File: src/rtl/mem_access_if.sv
// mem_access_if: req/ack data-bus bundle between the memory stage and the data memory.
interface mem_access_if;
  logic        mem_req_o;
  logic        mem_we_o;
  logic [31:0] mem_addr_o;
  logic [31:0] mem_wdata_o;
  logic [3:0]  mem_be_o;
  logic        mem_ack_i;
  logic [31:0] mem_rdata_i;
  modport master (
    output mem_req_o, mem_we_o, mem_addr_o, mem_wdata_o, mem_be_o,
    input  mem_ack_i, mem_rdata_i
  );
  modport slave (
    input  mem_req_o, mem_we_o, mem_addr_o, mem_wdata_o, mem_be_o,
    output mem_ack_i, mem_rdata_i
  );
endinterface

File: src/rtl/mem_access.sv
// mem_access: memory stage issuing loads/stores over a req/ack bus and forwarding write-back fields.
// Optional MEM_MISALIGN_EXC_EN: misaligned half/word accesses are refused and reported.
module mem_access #(
  parameter int unsigned TIMEOUT_CYCLES = 16
) (
  input  logic        clk,
  input  logic        rst,
  input  logic [31:0] exmem_reg_wdata_i,
  input  logic [4:0]  exmem_reg_waddr_i,
  input  logic        exmem_reg_we_i,
  input  logic [31:0] exmem_csr_wdata_i,
  input  logic [11:0] exmem_csr_waddr_i,
  input  logic        exmem_csr_we_i,
  input  logic        exmem_mem_re_i,
  input  logic        exmem_mem_we_i,
  input  logic [2:0]  exmem_mem_op_i,
  input  logic [31:0] exmem_mem_addr_i,
  input  logic [31:0] exmem_mem_wdata_i,
  mem_access_if.master bus,
  output logic [31:0] mem_reg_wdata_o,
  output logic [4:0]  mem_reg_waddr_o,
  output logic        mem_reg_we_o,
  output logic [31:0] mem_csr_wdata_o,
  output logic [11:0] mem_csr_waddr_o,
  output logic        mem_csr_we_o,
  output logic        mem_stall_req_o,
  output logic        mem_err_o,
`ifdef MEM_MISALIGN_EXC_EN
  output logic        mem_misalign_o,
  output logic [31:0] mem_misalign_addr_o,
`endif
  input  logic        fc_flush_mem_i
);
  typedef enum logic [1:0] {IDLE, REQ, DONE} state_e;
  state_e      state_q;
  logic        req_q, we_q, err_q, to_q, ld_q;
  logic [31:0] addr_q, wdata_q, rdata_q;
  logic [3:0]  be_q;
  logic [2:0]  op_q;
  logic [1:0]  off_q;
  logic [7:0]  cnt_q;
  logic        acc, mis, issue, pass, done, ok;
  logic [3:0]  be_d;
  logic [31:0] wdata_d, ext;
  logic [7:0]  lb;
  logic [15:0] lh;
  assign acc = exmem_mem_re_i | exmem_mem_we_i;
`ifdef MEM_MISALIGN_EXC_EN
  assign mis = acc & ((exmem_mem_op_i[1:0] == 2'b01 & exmem_mem_addr_i[0]) |
                      (exmem_mem_op_i[1:0] == 2'b10 & |exmem_mem_addr_i[1:0]));
`else
  assign mis = 1'b0;
`endif
  always_comb begin
    issue   = state_q == IDLE & acc & ~fc_flush_mem_i & ~mis;
    pass    = state_q == IDLE & ~acc;
    done    = state_q == DONE;
    ok      = ~fc_flush_mem_i & (pass | (done & ~to_q));
    be_d    = exmem_mem_op_i[1] ? 4'hf :
              exmem_mem_op_i[0] ? 4'b0011 << {exmem_mem_addr_i[1], 1'b0} :
                                  4'b0001 << exmem_mem_addr_i[1:0];
    wdata_d = exmem_mem_op_i[1] ? exmem_mem_wdata_i :
              exmem_mem_op_i[0] ? {2{exmem_mem_wdata_i[15:0]}} : {4{exmem_mem_wdata_i[7:0]}};
    lb      = rdata_q[{off_q, 3'b000} +: 8];
    lh      = rdata_q[{off_q[1], 4'b0000} +: 16];
    ext     = op_q[1] ? rdata_q :
              op_q[0] ? {{16{~op_q[2] & lh[15]}}, lh} : {{24{~op_q[2] & lb[7]}}, lb};
  end
  assign mem_stall_req_o = issue | state_q == REQ;
  assign mem_reg_we_o    = ok & exmem_reg_we_i & (pass | ld_q);
  assign mem_csr_we_o    = ok & exmem_csr_we_i;
  assign mem_reg_wdata_o = done & ld_q ? ext : exmem_reg_wdata_i;
  assign mem_reg_waddr_o = exmem_reg_waddr_i;
  assign mem_csr_wdata_o = exmem_csr_wdata_i;
  assign mem_csr_waddr_o = exmem_csr_waddr_i;
  assign mem_err_o       = err_q;
  assign bus.mem_req_o   = req_q;
  assign bus.mem_we_o    = we_q;
  assign bus.mem_addr_o  = addr_q;
  assign bus.mem_wdata_o = wdata_q;
  assign bus.mem_be_o    = be_q;
  always_ff @(posedge clk) begin
    if (rst) begin
      state_q <= IDLE;
      req_q   <= 1'b0;
      we_q    <= 1'b0;
      err_q   <= 1'b0;
      to_q    <= 1'b0;
      ld_q    <= 1'b0;
      addr_q  <= '0;
      wdata_q <= '0;
      rdata_q <= '0;
      be_q    <= '0;
      op_q    <= '0;
      off_q   <= '0;
      cnt_q   <= '0;
    end else begin
      err_q <= 1'b0;
      case (state_q)
        IDLE: if (issue) begin
          state_q <= REQ;
          req_q   <= 1'b1;
          we_q    <= exmem_mem_we_i;
          ld_q    <= exmem_mem_re_i & ~exmem_mem_we_i;
          addr_q  <= {exmem_mem_addr_i[31:2], 2'b00};
          wdata_q <= wdata_d;
          be_q    <= be_d;
          op_q    <= exmem_mem_op_i;
          off_q   <= exmem_mem_addr_i[1:0];
          cnt_q   <= '0;
          to_q    <= 1'b0;
        end
        REQ: begin
          // flush wins over a same-cycle ack or timeout: the access simply vanishes
          if (fc_flush_mem_i) begin
            state_q <= IDLE;
            req_q   <= 1'b0;
            we_q    <= 1'b0;
          end else if (bus.mem_ack_i) begin
            state_q <= DONE;
            req_q   <= 1'b0;
            we_q    <= 1'b0;
            rdata_q <= bus.mem_rdata_i;
          end else if (cnt_q == 8'(TIMEOUT_CYCLES - 1)) begin
            state_q <= DONE;
            req_q   <= 1'b0;
            we_q    <= 1'b0;
            err_q   <= 1'b1;
            to_q    <= 1'b1;
          end else begin
            cnt_q <= cnt_q + 8'd1;
          end
        end
        default: state_q <= IDLE;
      endcase
    end
  end
`ifdef MEM_MISALIGN_EXC_EN
  logic        mis_q;
  logic [31:0] mis_addr_q;
  assign mem_misalign_o      = mis_q;
  assign mem_misalign_addr_o = mis_addr_q;
  always_ff @(posedge clk) begin
    if (rst) begin
      mis_q      <= 1'b0;
      mis_addr_q <= '0;
    end else begin
      mis_q <= state_q == IDLE & mis & ~fc_flush_mem_i;
      if (state_q == IDLE & mis & ~fc_flush_mem_i) mis_addr_q <= exmem_mem_addr_i;
    end
  end
`endif
endmodule

File: src/flat_wrapper.sv
// flat-port wrapper written by rule: the top's interface ports become plain ports
module mem_access_flat 
#(
  parameter int unsigned TIMEOUT_CYCLES = 16
)
  (clk, rst, exmem_reg_wdata_i, exmem_reg_waddr_i, exmem_reg_we_i, exmem_csr_wdata_i, exmem_csr_waddr_i, exmem_csr_we_i, exmem_mem_re_i, exmem_mem_we_i, exmem_mem_op_i, exmem_mem_addr_i, exmem_mem_wdata_i, mem_reg_wdata_o, mem_reg_waddr_o, mem_reg_we_o, mem_csr_wdata_o, mem_csr_waddr_o, mem_csr_we_o, mem_stall_req_o, mem_err_o, fc_flush_mem_i, bus_mem_req_o, bus_mem_we_o, bus_mem_addr_o, bus_mem_wdata_o, bus_mem_be_o, bus_mem_ack_i, bus_mem_rdata_i);
  mem_access_if bus_i ();
  input  logic clk;
  input  logic rst;
  input  logic [31:0] exmem_reg_wdata_i;
  input  logic [4:0] exmem_reg_waddr_i;
  input  logic exmem_reg_we_i;
  input  logic [31:0] exmem_csr_wdata_i;
  input  logic [11:0] exmem_csr_waddr_i;
  input  logic exmem_csr_we_i;
  input  logic exmem_mem_re_i;
  input  logic exmem_mem_we_i;
  input  logic [2:0] exmem_mem_op_i;
  input  logic [31:0] exmem_mem_addr_i;
  input  logic [31:0] exmem_mem_wdata_i;
  output logic [31:0] mem_reg_wdata_o;
  output logic [4:0] mem_reg_waddr_o;
  output logic mem_reg_we_o;
  output logic [31:0] mem_csr_wdata_o;
  output logic [11:0] mem_csr_waddr_o;
  output logic mem_csr_we_o;
  output logic mem_stall_req_o;
  output logic mem_err_o;
  input  logic fc_flush_mem_i;
  output wire logic [$bits(bus_i.mem_req_o)-1:0] bus_mem_req_o;
  output wire logic [$bits(bus_i.mem_we_o)-1:0] bus_mem_we_o;
  output wire logic [$bits(bus_i.mem_addr_o)-1:0] bus_mem_addr_o;
  output wire logic [$bits(bus_i.mem_wdata_o)-1:0] bus_mem_wdata_o;
  output wire logic [$bits(bus_i.mem_be_o)-1:0] bus_mem_be_o;
  input wire logic [$bits(bus_i.mem_ack_i)-1:0] bus_mem_ack_i;
  input wire logic [$bits(bus_i.mem_rdata_i)-1:0] bus_mem_rdata_i;
  assign bus_mem_req_o = bus_i.mem_req_o;
  assign bus_mem_we_o = bus_i.mem_we_o;
  assign bus_mem_addr_o = bus_i.mem_addr_o;
  assign bus_mem_wdata_o = bus_i.mem_wdata_o;
  assign bus_mem_be_o = bus_i.mem_be_o;
  assign bus_i.mem_ack_i = bus_mem_ack_i;
  assign bus_i.mem_rdata_i = bus_mem_rdata_i;
  mem_access #(.TIMEOUT_CYCLES(TIMEOUT_CYCLES)) u_core (.clk(clk), .rst(rst), .exmem_reg_wdata_i(exmem_reg_wdata_i), .exmem_reg_waddr_i(exmem_reg_waddr_i), .exmem_reg_we_i(exmem_reg_we_i), .exmem_csr_wdata_i(exmem_csr_wdata_i), .exmem_csr_waddr_i(exmem_csr_waddr_i), .exmem_csr_we_i(exmem_csr_we_i), .exmem_mem_re_i(exmem_mem_re_i), .exmem_mem_we_i(exmem_mem_we_i), .exmem_mem_op_i(exmem_mem_op_i), .exmem_mem_addr_i(exmem_mem_addr_i), .exmem_mem_wdata_i(exmem_mem_wdata_i), .bus(bus_i), .mem_reg_wdata_o(mem_reg_wdata_o), .mem_reg_waddr_o(mem_reg_waddr_o), .mem_reg_we_o(mem_reg_we_o), .mem_csr_wdata_o(mem_csr_wdata_o), .mem_csr_waddr_o(mem_csr_waddr_o), .mem_csr_we_o(mem_csr_we_o), .mem_stall_req_o(mem_stall_req_o), .mem_err_o(mem_err_o), .fc_flush_mem_i(fc_flush_mem_i));
endmodule
File: config.mk
export PLATFORM = sky130hd
export DESIGN_NAME = mem_access_flat
export DESIGN_NICKNAME = d
export VERILOG_FILES = /design/src/rtl/mem_access_if.sv /design/src/rtl/mem_access.sv /design/src/flat_wrapper.sv
export SDC_FILE = /design/constraint.sdc
export NUM_CORES = 1
export LEC_CHECK = 0
export BUFFER_PORTS_ARGS = -buffer_cell sky130_fd_sc_hd__buf_2
export CAP_MARGIN = 10
export CORE_AREA = 2 2 133 135
export CTS_BUF_LIST = sky130_fd_sc_hd__clkbuf_2
export DETAILED_ROUTE_END_ITERATION = 10
export DIE_AREA = 0 0 135 137
export GPL_TIMING_DRIVEN = 1
export PLACE_DENSITY_LB_ADDON = 0.05
export SLEW_MARGIN = 20
export SYNTH_ARGS = -nofsm -noshare
export SYNTH_HDL_FRONTEND = slang
export SYNTH_SLANG_ARGS = --single-unit
export TNS_END_PERCENT = 50
File: constraint.sdc
create_clock -name clk -period 1.9 [get_ports clk]
set_input_delay 0.285 -clock clk [delete_from_list [all_inputs] [get_ports clk]]
set_output_delay 0.285 -clock clk [all_outputs]
set_load 0.01 [all_outputs]
==> impl_metrics.ini <==
[run_status]
status = complete, but fails checks
violations = negative setup slack

[worst_setup_path]
cp.arrival_ns = 2.15
reg2regPathDepth = 5
endpoint_kind = output pin
crit_path_max_fanout = 8
reg2reg_from = u_core.state_q[1]
start_kind = flop
path_class = flop to output pin
cp.required_ns = 1.62
r2r_setup_slack_ns = 0.15
regToRegEndpoint = u_core.cnt_q[6]

[yosys]
ys.flop_type = dfxtp_1
synthXorXnorAreaFrac_pct = 0
synth_top_area_share_pct = 39.4
synthTopCellsByArea = dfxtp_1 39%, nand2_1 13%, a21oi_1 10%
synth_compound_area_share_pct = 20.3
synth.distinct_cells = 49
syn_avg_cell_area_um2 = 7.52
synth_commonest_cells = 210 x nand2_1, 121 x a21oi_1, 118 x dfxtp_1
synth_top_family_by_area = simple AND/OR/NAND/NOR gates
synthMuxAreaShare_pct = 3.88
synth_edf_count = 0
ys_async_sr_fraction_pct = 0
synth-simple-area-share_pct = 23.7
ys.warnings.count = 0
post-synth-top-area-cell = dfxtp_1
synth_area_um2 = 6000
synthCells = 798
synth.most_common_cell = nand2_1
synth_seq_cells = 118
synthAdderAreaFrac_pct = 0.208
ys_seq_area_share_pct = 39.4

[drt]
first_pass_iters = 4
routedWlPerCell_um = 15.0
dr_total_vias = 6336
remaining_drc_errors = 0
viasPerCell = 4.80
drt_iter0_drc = 274
detail-route-antenna-nets = 0
finalWirelength_um = 19700

[die]
die_h_um = 137
dieArea_um2 = 18500
dieWidth_um = 135
rows = 48
io_pins = 343
core_um2 = 17100
start_util_pct = 35.2

[layout]
drive_gt1_share_pct = 31.2
final_area_um2 = 8490
syn2layout_area_growth_pct = 41.5
fin_nets = 1270

[place]
portBuffers = 242
dp_hpwl_um = 13300
placed_area_um2 = 7110
place.gp.congestion = 0.790

[power_and_ir_drop]
p_per_area_nw_per_um2 = 643
power_frac_seq_pct = 48.9
irDropWorstVdd_mv = 0.321
combPwrFrac_pct = 20.9
total_power_w = 0.00546
leakage_nw = 3.68
swShare_pct = 29.0
p_int_w = 0.00388
clkPwrFrac_pct = 30.2
net-switching-power_w = 0.00158

[cts]
clockBufferDepth = 2
path_clk_slew_ns = 0.16
htreeDepth = 4
clk_latency_ns = 0.67
tritoncts = done
cts_root_buffer = clkbuf_2
cts_buffers = 17
numClockSinks = 118

[sta]
timing.fmax_ghz = 0.411
whs_ns = 0.174
worst_pin_slew_ns = 0.538
hold_violations = 0
min_period_over_period_pct = 128
finalMaxSlewViolations = 0
rsz0062_at_grt = yes
setup_viol = 35
fin_ws_ns = -0.533
period_minus_slack_ns = 2.43
fin_skew_ns = 0.0192
slew_headroom_pct = 64.1

[global_routing]
grt_overflow = 0
grt_max_degree = 78
first_global_vias = 5927
grt_use_total_pct = 20.8
antenna_found_initial = 1
grt_pass1_wl_um = 30400

[flow_run]
cap_violations = 0

[worst_hold_path]
hold_end = u_core.bus.mem_we_o
whs_path_depth = 5
hold_start = fc_flush_mem_i
hp-class = input port to flop
## worst max path at each step
stage               slack, ns       startpoint                  end  cells after the start
floorplan                0.10  u_core.off_q[1]  mem_reg_wdata_o[20]                      6
global placement        -0.05  u_core.off_q[1]  mem_reg_wdata_o[23]                      5
detailed placement      -0.11  u_core.off_q[1]  mem_reg_wdata_o[23]                      5
CTS                     -0.63   u_core.op_q[0]  mem_reg_wdata_o[23]                      5
global route            -0.72   u_core.op_q[0]  mem_reg_wdata_o[23]                      5
finish                  -0.53   u_core.op_q[0]  mem_reg_wdata_o[23]                      5
## per-stage QoR
step / util [%] / setup slack [ns] / cells / TNS, ns
CTS: 49.5 / -0.629 / 1316 / -19.70
finish: 49.8 / -0.533 / 1320 / -16.14
floorplan: - / 0.102 / 799 / 0
detailed placement: 41.7 / -0.107 / 1181 / -1.23
global route: 49.8 / -0.716 / 1320 / -22.73
global placement: 41.7 / -0.0496 / 1181 / -0.579
## flip-flops by register name, indices dropped and copies added, names as in the netlist
name / flops
u_core.op_q: 3
u_core.bus.mem_wdata_o: 32
u_core.to_q: 1
u_core.cnt_q: 8
u_core.state_q: 2
u_core.ld_q: 1
u_core.bus.mem_we_o: 1
u_core.bus.mem_req_o: 1
u_core.bus.mem_addr_o: 30
u_core.off_q: 2
u_core.rdata_q: 32
u_core.bus.mem_be_o: 4
u_core.mem_err_o: 1
## final cells by class
cell class / count / area [µm²]
antenna: 2 / 5.00
clock buffer: 19 / 95.1
clock inverter: 12 / 136
fill: 1759 / 8560
inverter: 20 / 75.1
multi-input combinational: 549 / 2980
sequential: 118 / 2370
tap: 225 / 282
timing repair buffer: 375 / 2550
## kinds of logic after synthesis
logic type,count (synthesis)
AND/OR/NAND/NOR,325
AO/OA/AOI/OAI,199
buffers and inverters,133
flip-flops,118
multiplexers,21
adder cells (fa/ha/maj),1
other,1
## cells in the final DEF (no fill, tap or decap), types with 13 or more instances in the layout
cell             n
buf_2          240
inv_1           20
nor3_1          13
clkbuf_2        19
nand2_1        209
buf_4           23
a211o_1         16
nor2_1          39
dlygate4sd3_1  103
a21oi_1        120
a211oi_1        19
dfxtp_1        111
## power by group through the flow
stage / Sequential (W) / Combinational [W] / Clock [W]
after global routing: 0.00269 / 0.00126 / 0.00185
after floorplan: 0.00276 / 0.000591 / 0
after global placement: 0.00272 / 0.000957 / 0
after detailed placement: 0.00272 / 0.000957 / 0
after CTS: 0.00267 / 0.00114 / 0.00173
final: 0.00267 / 0.00114 / 0.00165
## repair_timing
| action | CTS | global route |
|---|---|---|
| endpoints found under the hold margin | 111 | 0 |
| pin swaps | 3 | 3 |
| hold buffers | 103 | 0 |
| gates cloned | 1 | 0 |
| setup endpoints to repair | 35 | 35 |
| resized for setup | 16 | 12 |
| buffers inserted | 0 | 2 |
## layer usage
metal	GRT usage (%)	part of all wire [%]	routed length, µm
met3	6.48	8.2	1610
met1	26.2	44	8680
met5	0	0	0
met2	33.9	47	9200
met4	6.77	1.2	245
## critical path: stages (launching register included)
cell     delay, ns
dfxtp_2       0.35
nor2_1        0.15
mux2_4        0.35
o31a_4        0.35
a21oi_1       0.15
buf_2         0.15
Note: power is estimated with default switching activity, not from simulation.
